==> src/rtl/step_pulse_pkg.sv <==
// Shared types and helpers for the N-axis step pulse generator.
// State encoding, one-hot test and period counter sizing.
package step_pulse_pkg;

    typedef enum logic [2:0] {
        HOME_SETUP,
        HOME_RUN,
        HOME_DONE,
        IDLE,
        MOVE_SETUP,
        MOVE_RUN,
        MOVE_DONE
    } state_t;

    function automatic logic onehot_check(input logic [31:0] v);
        return (v != 32'd0) && ((v & (v - 32'd1)) == 32'd0);
    endfunction

    function automatic int period_w(input int div);
        return (div > 2) ? $clog2(div) : 1;
    endfunction

endpackage

==> src/rtl/pulse_timer.sv <==
// Step period timer: counts 0..DIV-1 while running.
// Level is high for the first HIGH counts of each period.
module pulse_timer
    import step_pulse_pkg::*;
#(
    parameter int DIV  = 100,
    parameter int HIGH = 50
) (
    input  logic sysclk,
    input  logic rst_n,
    input  logic i_run,
    input  logic i_clr,
    output logic o_level,
    output logic o_period_end
);

    localparam int PW = period_w(DIV);
    localparam logic [PW-1:0] LAST = PW'(DIV - 1);
    localparam logic [PW-1:0] HI   = PW'(HIGH);

    logic [PW-1:0] r_cnt;

    // period counter, held at zero when cleared, wraps at DIV-1
    always_ff @(posedge sysclk or negedge rst_n) begin
        if (!rst_n) begin
            r_cnt <= '0;
        end else if (i_clr) begin
            r_cnt <= '0;
        end else if (i_run) begin
            r_cnt <= (r_cnt == LAST) ? '0 : r_cnt + PW'(1);
        end
    end

    assign o_level      = (r_cnt < HI);
    assign o_period_end = i_run && (r_cnt == LAST);

endmodule

==> src/rtl/step_pulse_gen.sv <==
// N-axis stepper pulse generator: sequential homing of every axis,
// then bounded relative moves on one selected axis at a time.
module step_pulse_gen
    import step_pulse_pkg::*;
#(
    parameter int N_AXIS   = 6,
    parameter int CNT_W    = 10,
    parameter int DIV      = 100,
    parameter int HIGH     = 50,
    parameter int HOME_MAX = 1023
) (
    input  logic              sysclk,
    input  logic              rst_n,
    input  logic              start,
    input  logic [N_AXIS-1:0] axis_sel,
    input  logic [CNT_W-1:0]  pulse_num,
    input  logic              dir,
    input  logic              home_req,
    input  logic [N_AXIS-1:0] stop,
    output logic              busy,
    output logic              done,
    output logic              err,
    output logic [N_AXIS-1:0] init_flag,
    output logic [N_AXIS-1:0] pu,
    output logic [N_AXIS-1:0] mf
);

    localparam int AX_W = (N_AXIS > 1) ? $clog2(N_AXIS) : 1;
    localparam int HC_W = $clog2(HOME_MAX + 1);
    localparam logic [AX_W-1:0] LAST_AX = AX_W'(N_AXIS - 1);
    localparam logic [HC_W-1:0] HMAX_M1 = HC_W'(HOME_MAX - 1);

    state_t            r_state, w_state_nxt;
    logic [AX_W-1:0]   r_axis, w_axis_nxt;
    logic [CNT_W-1:0]  r_rem, w_rem_nxt;
    logic [HC_W-1:0]   r_hcnt, w_hcnt_nxt;
    logic              r_dir, w_dir_nxt;
    logic              r_busy, w_busy_nxt;
    logic              r_done, w_done_nxt;
    logic              r_err, w_err_nxt;
    logic [N_AXIS-1:0] r_flag, w_flag_nxt;
    logic [N_AXIS-1:0] r_mf, w_mf_nxt;
    logic [N_AXIS-1:0] r_pu, w_pu_nxt;
    logic [N_AXIS-1:0] r_stop_s1, r_stop_s2;

    logic              w_run, w_level, w_pend;
    logic              w_stop_act, w_sel_ok;
    logic              w_pu_on, w_adv;
    logic [AX_W-1:0]   w_sel_idx;

    // two-flop synchroniser for the raw origin switches
    always_ff @(posedge sysclk or negedge rst_n) begin
        if (!rst_n) begin
            r_stop_s1 <= '0;
            r_stop_s2 <= '0;
        end else begin
            r_stop_s1 <= stop;
            r_stop_s2 <= r_stop_s1;
        end
    end

    assign w_run      = (r_state == HOME_RUN) || (r_state == MOVE_RUN);
    assign w_stop_act = r_stop_s2[r_axis];

    pulse_timer #(
        .DIV  (DIV),
        .HIGH (HIGH)
    ) u_timer (
        .sysclk       (sysclk),
        .rst_n        (rst_n),
        .i_run        (w_run),
        .i_clr        (!w_run),
        .o_level      (w_level),
        .o_period_end (w_pend)
    );

    // one-hot select to index, and move acceptance test
    always_comb begin
        w_sel_idx = '0;
        for (int i = 0; i < N_AXIS; i++) begin
            if (axis_sel[i]) w_sel_idx = AX_W'(i);
        end
        w_sel_ok = onehot_check(32'(axis_sel)) && |(axis_sel & r_flag);
    end

    // next state and next register values
    always_comb begin
        w_state_nxt = r_state;
        w_axis_nxt  = r_axis;
        w_rem_nxt   = r_rem;
        w_hcnt_nxt  = r_hcnt;
        w_dir_nxt   = r_dir;
        w_busy_nxt  = r_busy;
        w_done_nxt  = 1'b0;
        w_err_nxt   = 1'b0;
        w_flag_nxt  = r_flag;
        w_mf_nxt    = r_mf;
        w_pu_on     = 1'b0;
        w_adv       = 1'b0;
        w_pu_nxt    = '0;
        unique case (r_state)
            HOME_SETUP: begin
                w_mf_nxt[r_axis]   = 1'b0;
                w_flag_nxt[r_axis] = 1'b0;
                w_hcnt_nxt         = '0;
                w_busy_nxt         = 1'b1;
                w_state_nxt        = HOME_RUN;
            end
            HOME_RUN: begin
                if (w_stop_act) begin
                    w_flag_nxt[r_axis] = 1'b1;
                    w_adv              = 1'b1;
                end else if (w_pend && (r_hcnt == HMAX_M1)) begin
                    w_err_nxt = 1'b1;
                    w_adv     = 1'b1;
                end else begin
                    w_pu_on = 1'b1;
                    if (w_pend) w_hcnt_nxt = r_hcnt + HC_W'(1);
                end
                if (w_adv) begin
                    if (r_axis == LAST_AX) begin
                        w_state_nxt = HOME_DONE;
                    end else begin
                        w_axis_nxt  = r_axis + AX_W'(1);
                        w_state_nxt = HOME_SETUP;
                    end
                end
            end
            HOME_DONE: begin
                w_done_nxt  = 1'b1;
                w_busy_nxt  = 1'b0;
                w_state_nxt = IDLE;
            end
            IDLE: begin
                if (home_req) begin
                    w_axis_nxt  = '0;
                    w_state_nxt = HOME_SETUP;
                end else if (start) begin
                    if (w_sel_ok) begin
                        w_axis_nxt  = w_sel_idx;
                        w_rem_nxt   = pulse_num;
                        w_dir_nxt   = dir;
                        w_state_nxt = MOVE_SETUP;
                    end else begin
                        w_err_nxt = 1'b1;
                    end
                end
            end
            MOVE_SETUP: begin
                w_busy_nxt       = 1'b1;
                w_mf_nxt[r_axis] = r_dir;
                w_state_nxt      = (r_rem == '0) ? MOVE_DONE : MOVE_RUN;
            end
            MOVE_RUN: begin
                if (w_stop_act && !r_dir) begin
                    w_err_nxt   = 1'b1;
                    w_done_nxt  = 1'b1;
                    w_busy_nxt  = 1'b0;
                    w_state_nxt = IDLE;
                end else begin
                    w_pu_on = 1'b1;
                    if (w_pend) begin
                        w_rem_nxt = r_rem - CNT_W'(1);
                        if (r_rem == CNT_W'(1)) w_state_nxt = MOVE_DONE;
                    end
                end
            end
            MOVE_DONE: begin
                w_done_nxt  = 1'b1;
                w_busy_nxt  = 1'b0;
                w_state_nxt = IDLE;
            end
            default: begin
                w_state_nxt = HOME_SETUP;
                w_axis_nxt  = '0;
            end
        endcase
        if (w_pu_on && (w_state_nxt == r_state)) begin
            w_pu_nxt[r_axis] = w_level;
        end
    end

    // state and output registers
    always_ff @(posedge sysclk or negedge rst_n) begin
        if (!rst_n) begin
            r_state <= HOME_SETUP;
            r_axis  <= '0;
            r_rem   <= '0;
            r_hcnt  <= '0;
            r_dir   <= 1'b0;
            r_busy  <= 1'b0;
            r_done  <= 1'b0;
            r_err   <= 1'b0;
            r_flag  <= '0;
            r_mf    <= '0;
            r_pu    <= '0;
        end else begin
            r_state <= w_state_nxt;
            r_axis  <= w_axis_nxt;
            r_rem   <= w_rem_nxt;
            r_hcnt  <= w_hcnt_nxt;
            r_dir   <= w_dir_nxt;
            r_busy  <= w_busy_nxt;
            r_done  <= w_done_nxt;
            r_err   <= w_err_nxt;
            r_flag  <= w_flag_nxt;
            r_mf    <= w_mf_nxt;
            r_pu    <= w_pu_nxt;
        end
    end

    assign busy      = r_busy;
    assign done      = r_done;
    assign err       = r_err;
    assign init_flag = r_flag;
    assign pu        = r_pu;
    assign mf        = r_mf;

endmodule

==> config.mk <==
export PLATFORM = sky130hd
export DESIGN_NAME = step_pulse_gen
export DESIGN_NICKNAME = d
export VERILOG_FILES = /design/src/rtl/step_pulse_pkg.sv /design/src/rtl/pulse_timer.sv /design/src/rtl/step_pulse_gen.sv
export SDC_FILE = /design/constraint.sdc
export NUM_CORES = 1
export LEC_CHECK = 0
export ABC_AREA = 0
export ABC_CLOCK_PERIOD_IN_PS = 6800
export CAP_MARGIN = 0
export CORE_MARGIN = 2
export CORE_UTILIZATION = 45
export DETAILED_ROUTE_END_ITERATION = 6
export HOLD_SLACK_MARGIN = 0.02
export PLACE_DENSITY = 0.79
export SKIP_CTS_REPAIR_TIMING = 1
export SLEW_MARGIN = 5
export SYNTH_ARGS = -nofsm -noshare
export SYNTH_HDL_FRONTEND = slang
export SYNTH_SLANG_ARGS = --single-unit
==> constraint.sdc <==
create_clock -name sysclk -period 6.8 [get_ports sysclk]
set_input_delay 2.04 -clock sysclk [delete_from_list [all_inputs] [get_ports sysclk]]
set_output_delay 2.04 -clock sysclk [all_outputs]
set_load 0.03 [all_outputs]
* Yosys cells after proc, flatten, opt, wreduce, memory -nomap -nowiden *
Index checks and enable logic that the tools add are counted.

storage, ports and cells
  register bits after elaboration = 67
  word-level logic and storage cells = 141
  input bits = 27

cells by class
  equality and inequality tests = 25
  bitwise gates (word level) = 9
  magnitude comparators = 3
  reduce and logical (&&, ||, !) cells = 27
  $add $sub $neg = 5
  muxes and demuxes = 58

operators with widths
  operator                 count
  $mux W10                 8
  $mux W3                  16
  $pmux W10 S2             2
  $and A6 B32 Y32          1
  $logic_not A32 Y1        1
  $and A6 B6 Y6            4
  $pmux W6 S2              2
  $ne A2 B2 Y1 const B     10
  $pmux W3 S6              1
  $mux W1                  15
  $mux W7                  2
  $eq A3 B3 Y1 const B     4
  $mux W6                  2
  $add A10 B1 Y10 const B  1
  $eq A10 B1 Y1 const B    1
  $eq A10 B10 Y1 const B   1
  $logic_not A10 Y1        1
  $sub A10 B1 Y10 const B  1
  $pmux W3 S3              1
  $reduce_and A4 Y1        2
  $add A7 B1 Y7 const B    1
  $eq A7 B7 Y1 const B     1
  $logic_and A1 B1 Y1      7
  $lt A7 B6 Y1 const B     1
  30 further kinds         41

* Logic depth before layout (Yosys ltp) *
Gate-level depths: netlist of the first run.

  depth in word-level cells = 12
  mapped depth = 9
  depth with buffers taken out = 8

* Modules after synthesis *
A second synthesis of the first run with hierarchy kept.

second synthesis, totals
  cells, all modules = 345
  area total of the unflattened synthesis = 3354.5 um^2

by module, submodules not included
  module          instances  cells an instance  sequential area each (um^2)  area an instance (um^2)
  step_pulse_gen  1          300                1501.4                       2947.8
  pulse_timer     1          45                 175.2                        406.6

* Worst setup path after synthesis of the first run *
Ideal clock, no wire load.

  path type = input port to flip-flop
  start point = input port axis_sel[4]
  end point = register r_axis[0]
  required time = 6675 ps
  arrival = 3317 ps
  stages = 6
  path slack = 3358 ps
  cell sequence = nor3_1 > and3_1 > o311a_1 > nor2_1 > nor3_1 > mux2_2

on the way
  longest elaborated chain between the ends = 7

RTL lines
  what                         line                   text
  start: declaration           step_pulse_gen.sv:15   input logic [N_AXIS-1:0] axis_sel,
  $sub A6 B1 Y7                step_pulse_pkg.sv:16   return (v != 32'd0) && ((v & (v - 32'd1)) == 32'd0);
  $and A6 B32 Y32              step_pulse_pkg.sv:16
  $logic_not A32 Y1            step_pulse_pkg.sv:16
  $logic_and A1 B1 Y1          step_pulse_pkg.sv:16
  $logic_and A1 B1 Y1          step_pulse_gen.sv:83   w_sel_ok = onehot_check(32'(axis_sel)) && |(axis_sel & r_flag);
  $ne A3 B3 Y1 (no line)       -
  $reduce_and A5 Y1 (no line)  -
  end signal: assignment       step_pulse_gen.sv:199  r_axis <= w_axis_nxt;
  end: declaration             step_pulse_gen.sv:34   logic [AX_W-1:0] r_axis, w_axis_nxt;

Parallel ways exist; a longest one is shown, timed or not. The select of a mux whose other input is x is not followed.
A chain may end at the register's enable or synchronous reset.

* Worst setup path after layout of the first run *
  start point = input port axis_sel[4]
  end point = register r_rem[1]

on the way
  longest elaborated chain between the ends = 7

RTL lines
  what                           line                   text
  $sub A6 B1 Y7                  step_pulse_pkg.sv:16
  $and A6 B32 Y32                step_pulse_pkg.sv:16
  $logic_not A32 Y1              step_pulse_pkg.sv:16
  $logic_and A1 B1 Y1            step_pulse_pkg.sv:16
  $logic_and A1 B1 Y1 *          step_pulse_gen.sv:83
  $ne A2 B2 Y1 (no line) *       -
  $reduce_and A6 Y1 (no line) *  -
  end signal: assignment         step_pulse_gen.sv:200  r_rem <= w_rem_nxt;
  end: declaration               step_pulse_gen.sv:35   logic [CNT_W-1:0] r_rem, w_rem_nxt;

Every way passes the cells marked *; elsewhere a longest branch is shown, timed or not.

==> results of run 1 <==
==> flip-flops by register name, indices dropped and copies added, names as in the netlist, named ones only <==
signal         flops
r_hcnt            10
r_rem             10
u_timer.r_cnt      7
mf                 6
pu                 6
r_stop_s1          6
r_stop_s2          6
r_axis             3
r_state            3
busy               1
done               1
err                1
r_dir              1
==> cell families after synthesis <==
| logic type | Yosys count | share of synthesized area (%) |
|---|---|---|
| buffers and inverters | 24 | 2.84 |
| AO/OA/AOI/OAI | 81 | 15.6 |
| AND/OR/NAND/NOR | 137 | 21.4 |
| adder cells (fa/ha/maj) | 7 | 2.62 |
| XOR/XNOR | 12 | 3.14 |
| multiplexers | 13 | 4.38 |
| flip-flops | 67 | 50.1 |
==> layout make-up <==
cell class / count / area, sq um / area share (%)
Inverter: 13 / 48.8 / 1.19
Clock buffer: 9 / 124 / 3.02
Timing Repair Buffer: 48 / 473 / 11.5
Clock inverter: 7 / 77.6 / 1.89
Tap cell: 99 / 124 / 3.02
Multi-Input combinational cell: 250 / 1570 / 38.4
Sequential cell: 67 / 1680 / 40.9
==> through the flow <==
stage / hold WS [ps] / setup WS [ps]
finish: 351 / 2720
global route: 362 / 2450
CTS: 353 / 2760
detailed placement: 335 / 2390
global placement: 332 / 2510
floorplan: 331 / 3360
==> final timing paths <==
| kind | start | end | slack, ps |
|---|---|---|---|
| max reg2reg | r_axis[0] | r_hcnt[7] | 3280 |
| min reg2reg | r_stop_s1[0] | r_stop_s2[0] | 350 |
| min in group asynchronous | rst_n | r_rem[9] | 1870 |
| max in group asynchronous | rst_n | mf[4] | 4390 |
| min | r_stop_s1[0] | r_stop_s2[0] | 350 |
| max | axis_sel[4] | r_rem[1] | 2720 |
==> cell usage in the layout, fill, tap and decap left out, types with 2 or more instances in the layout <==
master	n
dfrtp_1	67
clkdlybuf4s50_1	46
nor2_1	38
o21ai_0	26
nand2_1	23
a21oi_1	19
nand3_1	17
nor3_1	16
inv_1	13
mux2_2	12
o31ai_1	11
xnor2_1	9
clkbuf_8	9
ha_1	7
nand2b_1	6
or3_1	5
and3_1	5
nor2b_1	4
nor4_1	4
xor2_1	3
a22oi_1	3
o211ai_1	3
or4_1	3
clkinv_4	3
nor3b_1	2
nor4b_1	2
and2_1	2
a22o_1	2
nor4_2	2
==> layer usage <==
metal	track usage, %	vias up	wire, um	part of all wire, %
li1	-	1330	-	-
met1	24.6	1295	3290	44
met2	31.0	65	3530	48
met3	5.45	18	441	5.9
met4	7.69	0	164	2.2
met5	0	-	0	0
==> power breakdown <==
group	switching [mW]	leakage (nW)	internal, mW	total, mW
sequential	0.117	0.871	0.485	0.601
clock	0.161	0.0998	0.172	0.333
combinational	0.329	0.741	0.211	0.541
total	0.607	1.71	0.868	1.47
==> key figures, run 1 <==
Status
  • Status: completed

Setup path
  • CP Max Fanout: 17
  • CP Class: in2reg
  • Crit-path cells: clkdlybuf4s50_1, nor3_1, and3_1, o31ai_1, a211oi_2, o211ai_1, o21ai_0
  • WP data arrival: 4340 ps
  • CP delay by family, top: compound AO/OA/AOI/OAI gates
  • Bufs and invs on worst path: 1
  • Worst EP required: 7060 ps
  • Crit path depth: 7
  • CP Launch Type: primary input
  • Crit-path slowest cell: a211oi_2
  • Setup crit end kind: register
  • FF-to-FF path depth: 6
  • Worst path max stage delay: 870 ps

Timing
  • FMAX: 245 MHz
  • Slew margin rel.: 21.3%
  • Tcrit/Tclk final: 60.1%
  • Endpoints failing setup: 0
  • Total negative setup slack: 0 ps
  • Final min period: 4080 ps
  • Worst slew pin tran: 1170 ps
  • Final hold violation count: 0
  • Setup Skew: 8.33 ps
  • Final max-slew violation count: 0
  • RSZ-0062 raised after global routing: no

Synth
  • FF+latch count, synth: 67
  • Post-synth ARST share: 100%
  • Main synth FF type: dfrtp_1
  • Yosys top cell area share: 50.1%
  • Synth Net Count: 375
  • Sequential share of the synthesized area: 50.1%
  • Number of enable flip-flop cells after synthesis: 0
  • Top-count cell post-synth: dfrtp_1
  • Netlist cell types: 56
  • Cells after Synth: 341
  • Top post-synthesis cells by count: 67 x dfrtp_1, 38 x nor2_1, 26 x o21ai_0
  • Warnings, synthesis: 0
  • Synth area leaders: dfrtp_1 50%, nor2_1 4.3%, mux2_2 4.0%
  • Post-synth top area cell: dfrtp_1
  • Mapped cell area: 3350 sq um
  • Avg Inst Size Synth: 9.81 sq um

Global route
  • Gr ovfl total: 0
  • Largest net degree at the start of global routing: 68
  • Vias in the first global route: 2,633
  • First-pass GRT wire length: 12.7 mm
  • Initial antenna violation count: 0
  • Gr usage total: 19.3%

Die
  • # rows: 31
  • Die footprint: 8140 sq um
  • IO Pins: 48
  • Core area: 7210 sq um
  • Initial Utilization: 46.4%
  • Die width: 90.2 um
  • Die height: 90.2 um

Power and ir drop
  • Final Total Pwr: 1.47 mW
  • Leakage power: 1.71 nW
  • Maximum vdd drop: 0.187 mV
  • PD cells: 360 nW/um^2

Detailed routing
  • Via/cell ratio: 5.49
  • First-pass DRT Iterations: 4
  • DRT antenna net count: 0
  • Via count: 2,708
  • Final WL: 7.43 mm
  • WL/cell: 15.1 um
  • DRC errors left: 0
  • Initial DRC count: 196

Cells and area
  • # diodes: 0
  • Design area: 4100 sq um
  • Fillers: 648
  • Post-layout util: 56.8%
  • Post-Layout Cell Count: 493
  • Final nets: 423
  • Layout cells sized above 1: 9.39%
  • P&R area growth vs syn: 22.5%

Clock tree
  • CTS clock-pin slew for the worst setup and hold paths: 80 ps
  • Clk sinks: 67
  • Clock Path Buffers: 2
  • H-tree depth: 3
  • Root buffer cell: clkbuf_8
  • CTS tree: built
  • Clock Latency Late Sink: 350 ps
  • TritonCTS Buffers: 9

Worst hold path
  • Worst Hold Depth: 0
  • Worst hold path class: reg2reg

Run
  • Maxcap violations: 0

Placed design
  • Hpwl dp: 5.23 mm
  • GPL Wtd Cong: 0.843
  • Area post-placement: 3900 sq um
  • PortBufs: 47
  • Placed insts: 477
Power figures use the tool's default switching activity.
==> run 2: changes to the inputs <==
--- a/config.mk
+++ b/config.mk
@@ -6,7 +6,7 @@
 export NUM_CORES = 1
 export LEC_CHECK = 0
 export ABC_AREA = 0
-export ABC_CLOCK_PERIOD_IN_PS = 6800
+export ABC_CLOCK_PERIOD_IN_PS = 4050
 export CAP_MARGIN = 0
 export CORE_MARGIN = 2
 export CORE_UTILIZATION = 45
==> constraint.sdc (replaced) <==
create_clock -name sysclk -period 4.05 [get_ports sysclk]
set_input_delay 1.215 -clock sysclk [delete_from_list [all_inputs] [get_ports sysclk]]
set_output_delay 1.215 -clock sysclk [all_outputs]
set_load 0.03 [all_outputs]
==> run 2 against run 1 <==
Design area about the same. Worst setup slack worse by 1900 ps. Critical path depth did not move. Non-clock buffer count grew 2. Global-route usage increased by 0.18 points. Clock power rose by 55%. Power grew 66%. Combinational power grew 71%. Clock skew up 2.1 ps. Critical path type unchanged. Largest power group unchanged.
==> key figures, run 2 (same netlist as run 1, synthesis figures left out) <==
Global route
  • Largest net degree at the start of global routing: 45 (-34%)
  • Gr ovfl total: 0 (unchanged)
  • First-pass GRT wire length: 12.9 mm (+1.0%)
  • Gr usage total: 19.4% (+0.18 points)
  • Vias in the first global route: 2,710 (+2.9%)
  • Initial antenna violation count: 0 (unchanged)

Detailed routing
  • Via count: 2,735 (+1.0%)
  • DRC errors left: 0 (unchanged)
  • WL/cell: 15.1 um (+0.25%)
  • Initial DRC count: 213 (+8.7%)
  • Final WL: 7.48 mm (+0.66%)
  • First-pass DRT Iterations: 4 (unchanged)
  • DRT antenna net count: 0 (unchanged)
  • Via/cell ratio: 5.53 (+0.59%)

Status
  • Status: completed

Clock tree
  • CTS clock-pin slew for the worst setup and hold paths: 80 ps (about the same)
  • Clock Path Buffers: 2 (unchanged)
  • CTS tree: built
  • H-tree depth: 3 (unchanged)
  • TritonCTS Buffers: 9 (unchanged)
  • Clock Latency Late Sink: 340 ps (about the same)
  • Clk sinks: 67 (unchanged)
  • Root buffer cell: clkbuf_8

Cells and area
  • Fillers: 638 (-1.5%)
  • # diodes: 0 (unchanged)
  • Layout cells sized above 1: 9.85% (+0.46 points)
  • P&R area growth vs syn: 22.4% (about the same)
  • Multi-input gate area: 1570 sq um (unchanged)
  • Most frequent cells in the layout: 67 x dfrtp_1, 46 x clkdlybuf4s50_1, 38 x nor2_1
  • FF/Latch Area: 1680 sq um (unchanged)
  • Commonest non-fill, non-tap cell in the layout: dfrtp_1
  • Post-Layout Cell Count: 495 (+0.41%)
  • Final nets: 425 (+0.47%)
  • Largest registers: r_hcnt: 10 flops, r_rem: 10 flops, u_timer.r_cnt: 7 flops

Setup path
  • Worst path max stage delay: 850 ps (-20 ps)
  • Crit-path slowest cell: a211oi_2
  • Setup crit end kind: register
  • WP data arrival: 3540 ps (-800 ps)
  • Crit-path cells: clkdlybuf4s50_1, nor3_1, and3_1, o31ai_1, a211oi_2, a21oi_1, a21oi_1
  • Reg2reg start: r_state[0]
  • Worst EP required: 4320 ps (-2740 ps)
  • FF-to-FF path depth: 6 (unchanged)
  • Worst R2R End: r_rem[4]
  • Bufs and invs on worst path: 1 (unchanged)
  • CP delay by family, top: compound AO/OA/AOI/OAI gates
  • CP Launch Type: primary input
  • CP dominant cell by count: a21oi_1
  • R2R setup slack: 1190 ps (-2090 ps)
  • CP Class: in2reg
  • CP Max Fanout: 17 (unchanged)

Power and ir drop
  • Final Total Pwr: 2.45 mW (+66%)
  • Maximum vdd drop: 0.318 mV (+70%)
  • PD cells: 598 nW/um^2 (+66%)
  • Leakage power: 1.71 nW (-0.19%)

Timing
  • RSZ-0062 raised after global routing: no
  • Endpoints failing setup: 0 (unchanged)
  • Final worst-path setup slack: 782 ps (-1930 ps)
  • Final max-slew violation count: 0 (unchanged)
  • Final hold violation count: 0 (unchanged)
  • Tcrit/Tclk final: 80.7%
  • FMAX: 306 MHz
  • Final min period: 3270 ps
  • Setup Skew: 10.5 ps (+2.13 ps)
  • Total negative setup slack: 0 ps (unchanged)
  • Worst slew pin tran: 1130 ps (-37.7 ps)
  • Slew margin rel.: 23.4% (+2.1 points)

Placed design
  • Worst slack, placed: 499 ps (-1890 ps)
  • PortBufs: 47 (unchanged)
  • Placed insts: 479 (+0.42%)
  • GPL Wtd Cong: 0.815 (-3.4%)
  • Hpwl dp: 5.24 mm (+0.32%)

Die
  • Core area: 7210 sq um (unchanged)
  • IO Pins: 48 (unchanged)
  • # rows: 31 (unchanged)
  • Die height: 90.2 um (unchanged)
  • Die width: 90.2 um (unchanged)
  • Initial Utilization: 46.4% (unchanged)
  • Die footprint: 8140 sq um (unchanged)

Run
  • Maxcap violations: 0 (unchanged)

Worst hold path
  • Worst Hold Depth: 0 (unchanged)
  • WHS Endpoint: r_stop_s2[5]
  • Hold path start: r_stop_s1[5]
  • Worst hold path class: reg2reg
## run 2: cell types whose count changed in the layout (fill, tap and decap cells not counted)
cell,before,now
clkinvlp_4,1,2
bufinv_16,1,0
clkinv_4,3,2
inv_6,1,3
buf_4,1,3
clkinv_2,1,0
## run 2: stage by stage
step | hold WS [ps] | instance area, sq um | utilization, %
2_1_floorplan | 331 | 3350 | -
3_3_place_gp | 332 | 3910 | 54.2
3_5_place_dp | 336 | 3910 | 54.2
4_1_cts | 356 | 4090 | 56.7
5_1_grt | 368 | 4090 | 56.7
6_report | 358 | 4090 | 56.7
## run 2: area by class of cell
| type | count | share of cell area [%] |
|---|---|---|
| sequential | 67 | 41.0 |
| multi-input combinational | 250 | 38.4 |
| timing repair buffer | 50 | 11.9 |
| clock buffer | 9 | 3.03 |
| tap | 99 | 3.03 |
| clock inverter | 7 | 1.44 |
| inverter | 13 | 1.19 |
## run 2: how the worst max path moves through the flow
| stage | to | slack (ps) | start | cells past startpoint |
|---|---|---|---|---|
| floorplan | r_axis[0] | 1430 | axis_sel[4] | 6 |
| global placement | r_rem[4] | 590 | axis_sel[5] | 7 |
| detailed placement | r_rem[4] | 500 | axis_sel[5] | 7 |
| CTS | r_rem[4] | 850 | axis_sel[5] | 7 |
| global route | r_rem[4] | 530 | axis_sel[4] | 7 |
| finish | r_rem[4] | 780 | axis_sel[5] | 7 |
## run 2: power by group
part	internal, mW	switching, mW
sequential	0.814	0.195
combinational	0.371	0.552
clock	0.230	0.284
## run 2: layer usage
metal | vias to the layer above | track usage (%) | wire [um]
li1 | 1339 | - | -
met1 | 1321 | 25.8 | 3380
met2 | 69 | 31.2 | 3540
met3 | 6 | 6.45 | 517
met4 | 0 | 4.23 | 40
met5 | - | 0 | 0
==> run 3: changes to the inputs <==
--- a/config.mk
+++ b/config.mk
@@ -6,13 +6,13 @@
 export NUM_CORES = 1
 export LEC_CHECK = 0
 export ABC_AREA = 0
-export ABC_CLOCK_PERIOD_IN_PS = 4050
+export ABC_CLOCK_PERIOD_IN_PS = 2660
 export CAP_MARGIN = 0
 export CORE_MARGIN = 2
 export CORE_UTILIZATION = 45
 export DETAILED_ROUTE_END_ITERATION = 6
 export HOLD_SLACK_MARGIN = 0.02
-export PLACE_DENSITY = 0.79
+export PLACE_DENSITY = 0.82
 export SKIP_CTS_REPAIR_TIMING = 1
 export SLEW_MARGIN = 5
 export SYNTH_ARGS = -nofsm -noshare
==> constraint.sdc (replaced) <==
create_clock -name sysclk -period 2.66 [get_ports sysclk]
set_input_delay 0.798 -clock sysclk [delete_from_list [all_inputs] [get_ports sysclk]]
set_output_delay 0.798 -clock sysclk [all_outputs]
set_load 0.03 [all_outputs]
==> run 3 against run 2 <==
Clock-buffer cell count did not move. Global-route usage grew 1.1 points. Critical path depth grew 1. Sequential power up 46%. Die area is the same. Cell count grew 4.8%. Clock skew shrank 1.3 ps. Register-to-register slack lost 960 ps. Core utilization up 3.1 points. Non-clock buffer count rose by 24. Flip-flop and latch count stayed put. Worst setup slack got worse by 670 ps.
==> key figures, run 3 (same netlist as run 1, synthesis figures left out) <==
Detailed routing
  • Initial DRC count: 229 (+7.5%)
  • DRT antenna net count: 0 (unchanged)
  • First-pass DRT Iterations: 5 (+1)
  • DRC errors left: 0 (unchanged)
  • WL/cell: 15.2 um (+0.89%)
  • Via count: 2,909 (+6.4%)
  • Final WL: 7.91 mm (+5.8%)
  • Via/cell ratio: 5.61 (+1.4%)

Setup path
  • CP Class: in2reg
  • CP Max Fanout: 6 (-11)
  • CP Launch Type: primary input
  • Setup crit end kind: register
  • WP data arrival: 2780 ps (-760 ps)
  • Worst EP required: 2890 ps (-1430 ps)

Timing
  • Final hold violation count: 0 (unchanged)
  • Worst slew pin tran: 609 ps (-525 ps)
  • Slew margin rel.: 59.1% (+36 points)
  • Final min period: 2550 ps
  • Endpoints failing setup: 0 (unchanged)
  • WHS: 290 ps (-67.5 ps)
  • Tcrit/Tclk final: 95.8%
  • FMAX: 393 MHz
  • RSZ-0062 raised after global routing: no
  • Total negative setup slack: 0 ps (unchanged)
  • Final max-slew violation count: 0 (unchanged)
  • Setup Skew: 9.20 ps (-1.26 ps)

Clock tree
  • CTS tree: built
  • Clock Latency Late Sink: 350 ps (about the same)
  • H-tree depth: 3 (unchanged)
  • Clock Path Buffers: 2 (unchanged)
  • CTS clock-pin slew for the worst setup and hold paths: 70 ps (about the same)
  • TritonCTS Buffers: 9 (unchanged)
  • Clk sinks: 67 (unchanged)
  • Root buffer cell: clkbuf_8

Die
  • IO Pins: 48 (unchanged)
  • Die height: 90.2 um (unchanged)
  • Initial Utilization: 46.4% (unchanged)
  • # rows: 31 (unchanged)
  • Core area: 7210 sq um (unchanged)
  • Die width: 90.2 um (unchanged)
  • Die footprint: 8140 sq um (unchanged)

Placed design
  • PortBufs: 47 (unchanged)
  • GPL Wtd Cong: 0.848 (+4.1%)
  • Hpwl dp: 5.53 mm (+5.5%)

Cells and area
  • Layout cells sized above 1: 15.2% (+5.4 points)
  • # diodes: 0 (unchanged)
  • P&R area growth vs syn: 29.0%
  • Final nets: 449 (+5.6%)
  • Commonest non-fill, non-tap cell in the layout: dfrtp_1
  • Largest registers: r_hcnt: 10 flops, r_rem: 10 flops, u_timer.r_cnt: 7 flops
  • Most frequent cells in the layout: 67 x dfrtp_1, 46 x clkdlybuf4s50_1, 38 x nor2_1

Worst hold path
  • Worst hold path class: in2async

Global route
  • Initial antenna violation count: 0 (unchanged)
  • Gr ovfl total: 0 (unchanged)
  • First-pass GRT wire length: 13.6 mm (+5.9%)
  • Gr usage total: 20.5% (+1.1 points)
  • Vias in the first global route: 2,890 (+6.6%)
  • Largest net degree at the start of global routing: 35 (-22%)

Status
  • Status: completed

Power and ir drop
  • Maximum vdd drop: 0.583 mV (+83%)
  • PD cells: 923 nW/um^2 (+54%)
  • Leakage power: 1.84 nW (+8.0%)

Run
  • Maxcap violations: 0 (unchanged)
[run 3: cell types whose count changed in the layout (fill, tap and decap cells not counted), sizes merged]
cell and change:
buf +24, bufinv +1, inv -1
[run 3: power breakdown]
group	leakage [nW]	switching [mW]	internal, mW
clock network	0.0962	0.419	0.439
logic	0.877	0.975	0.682
registers	0.871	0.231	1.24
total	1.84	1.62	2.36
[run 3: final timing paths]
kind | endpoint | startpoint | depth (start not counted) | slack (ps)
worst min-delay path | r_hcnt[6] | rst_n | 1 | 290
worst max register to register | r_axis[0] | u_timer.r_cnt[1] | 7 | 230
max in group asynchronous | r_stop_s2[5] | rst_n | 2 | 1790
worst max-delay path | r_axis[0] | axis_sel[3] | 8 | 110
min in group sysclk | r_stop_s2[0] | r_stop_s1[0] | 0 | 350
worst min register to register | r_stop_s2[0] | r_stop_s1[0] | 0 | 350
[run 3: area by class of cell]
class / instances / area [sq um]
Fill cell: 633 / 2900
Sequential cell: 67 / 1680
Multi-Input combinational cell: 250 / 1590
Timing Repair Buffer: 74 / 681
Clock buffer: 9 / 124
Tap cell: 99 / 124
Clock inverter: 7 / 76.3
Inverter: 13 / 48.8
[run 3: through the flow]
stage	std cells	setup slack (ps)	total power [mW]	cell area, sq um	util (%)
2_1_floorplan	341	276	2.45	3350	-
3_3_place_gp	500	-358	3.04	4080	56.6
3_5_place_dp	500	-425	3.09	4080	56.6
4_1_cts	516	-79.0	3.98	4280	59.3
5_1_grt	519	15.9	4.25	4320	59.8
6_report	519	112	3.99	4320	59.8
[run 3: metal layers]
metal / wire length (um) / track usage [%] / vias up
li1: - / - / 1379
met4: 201 / 7.05 / 0
met2: 3860 / 33.6 / 107
met3: 512 / 5.78 / 30
met5: 0 / 0 / -
met1: 3330 / 26.3 / 1393
[run 3: worst max-delay path, cell delays in order]
cell and delay [ps]:
clkdlybuf4s50_1 560, nor3b_1 260, o21a_1 190, buf_4 110, o311a_1 140, nor2_1 60, nor3_2 280, mux2_2 380
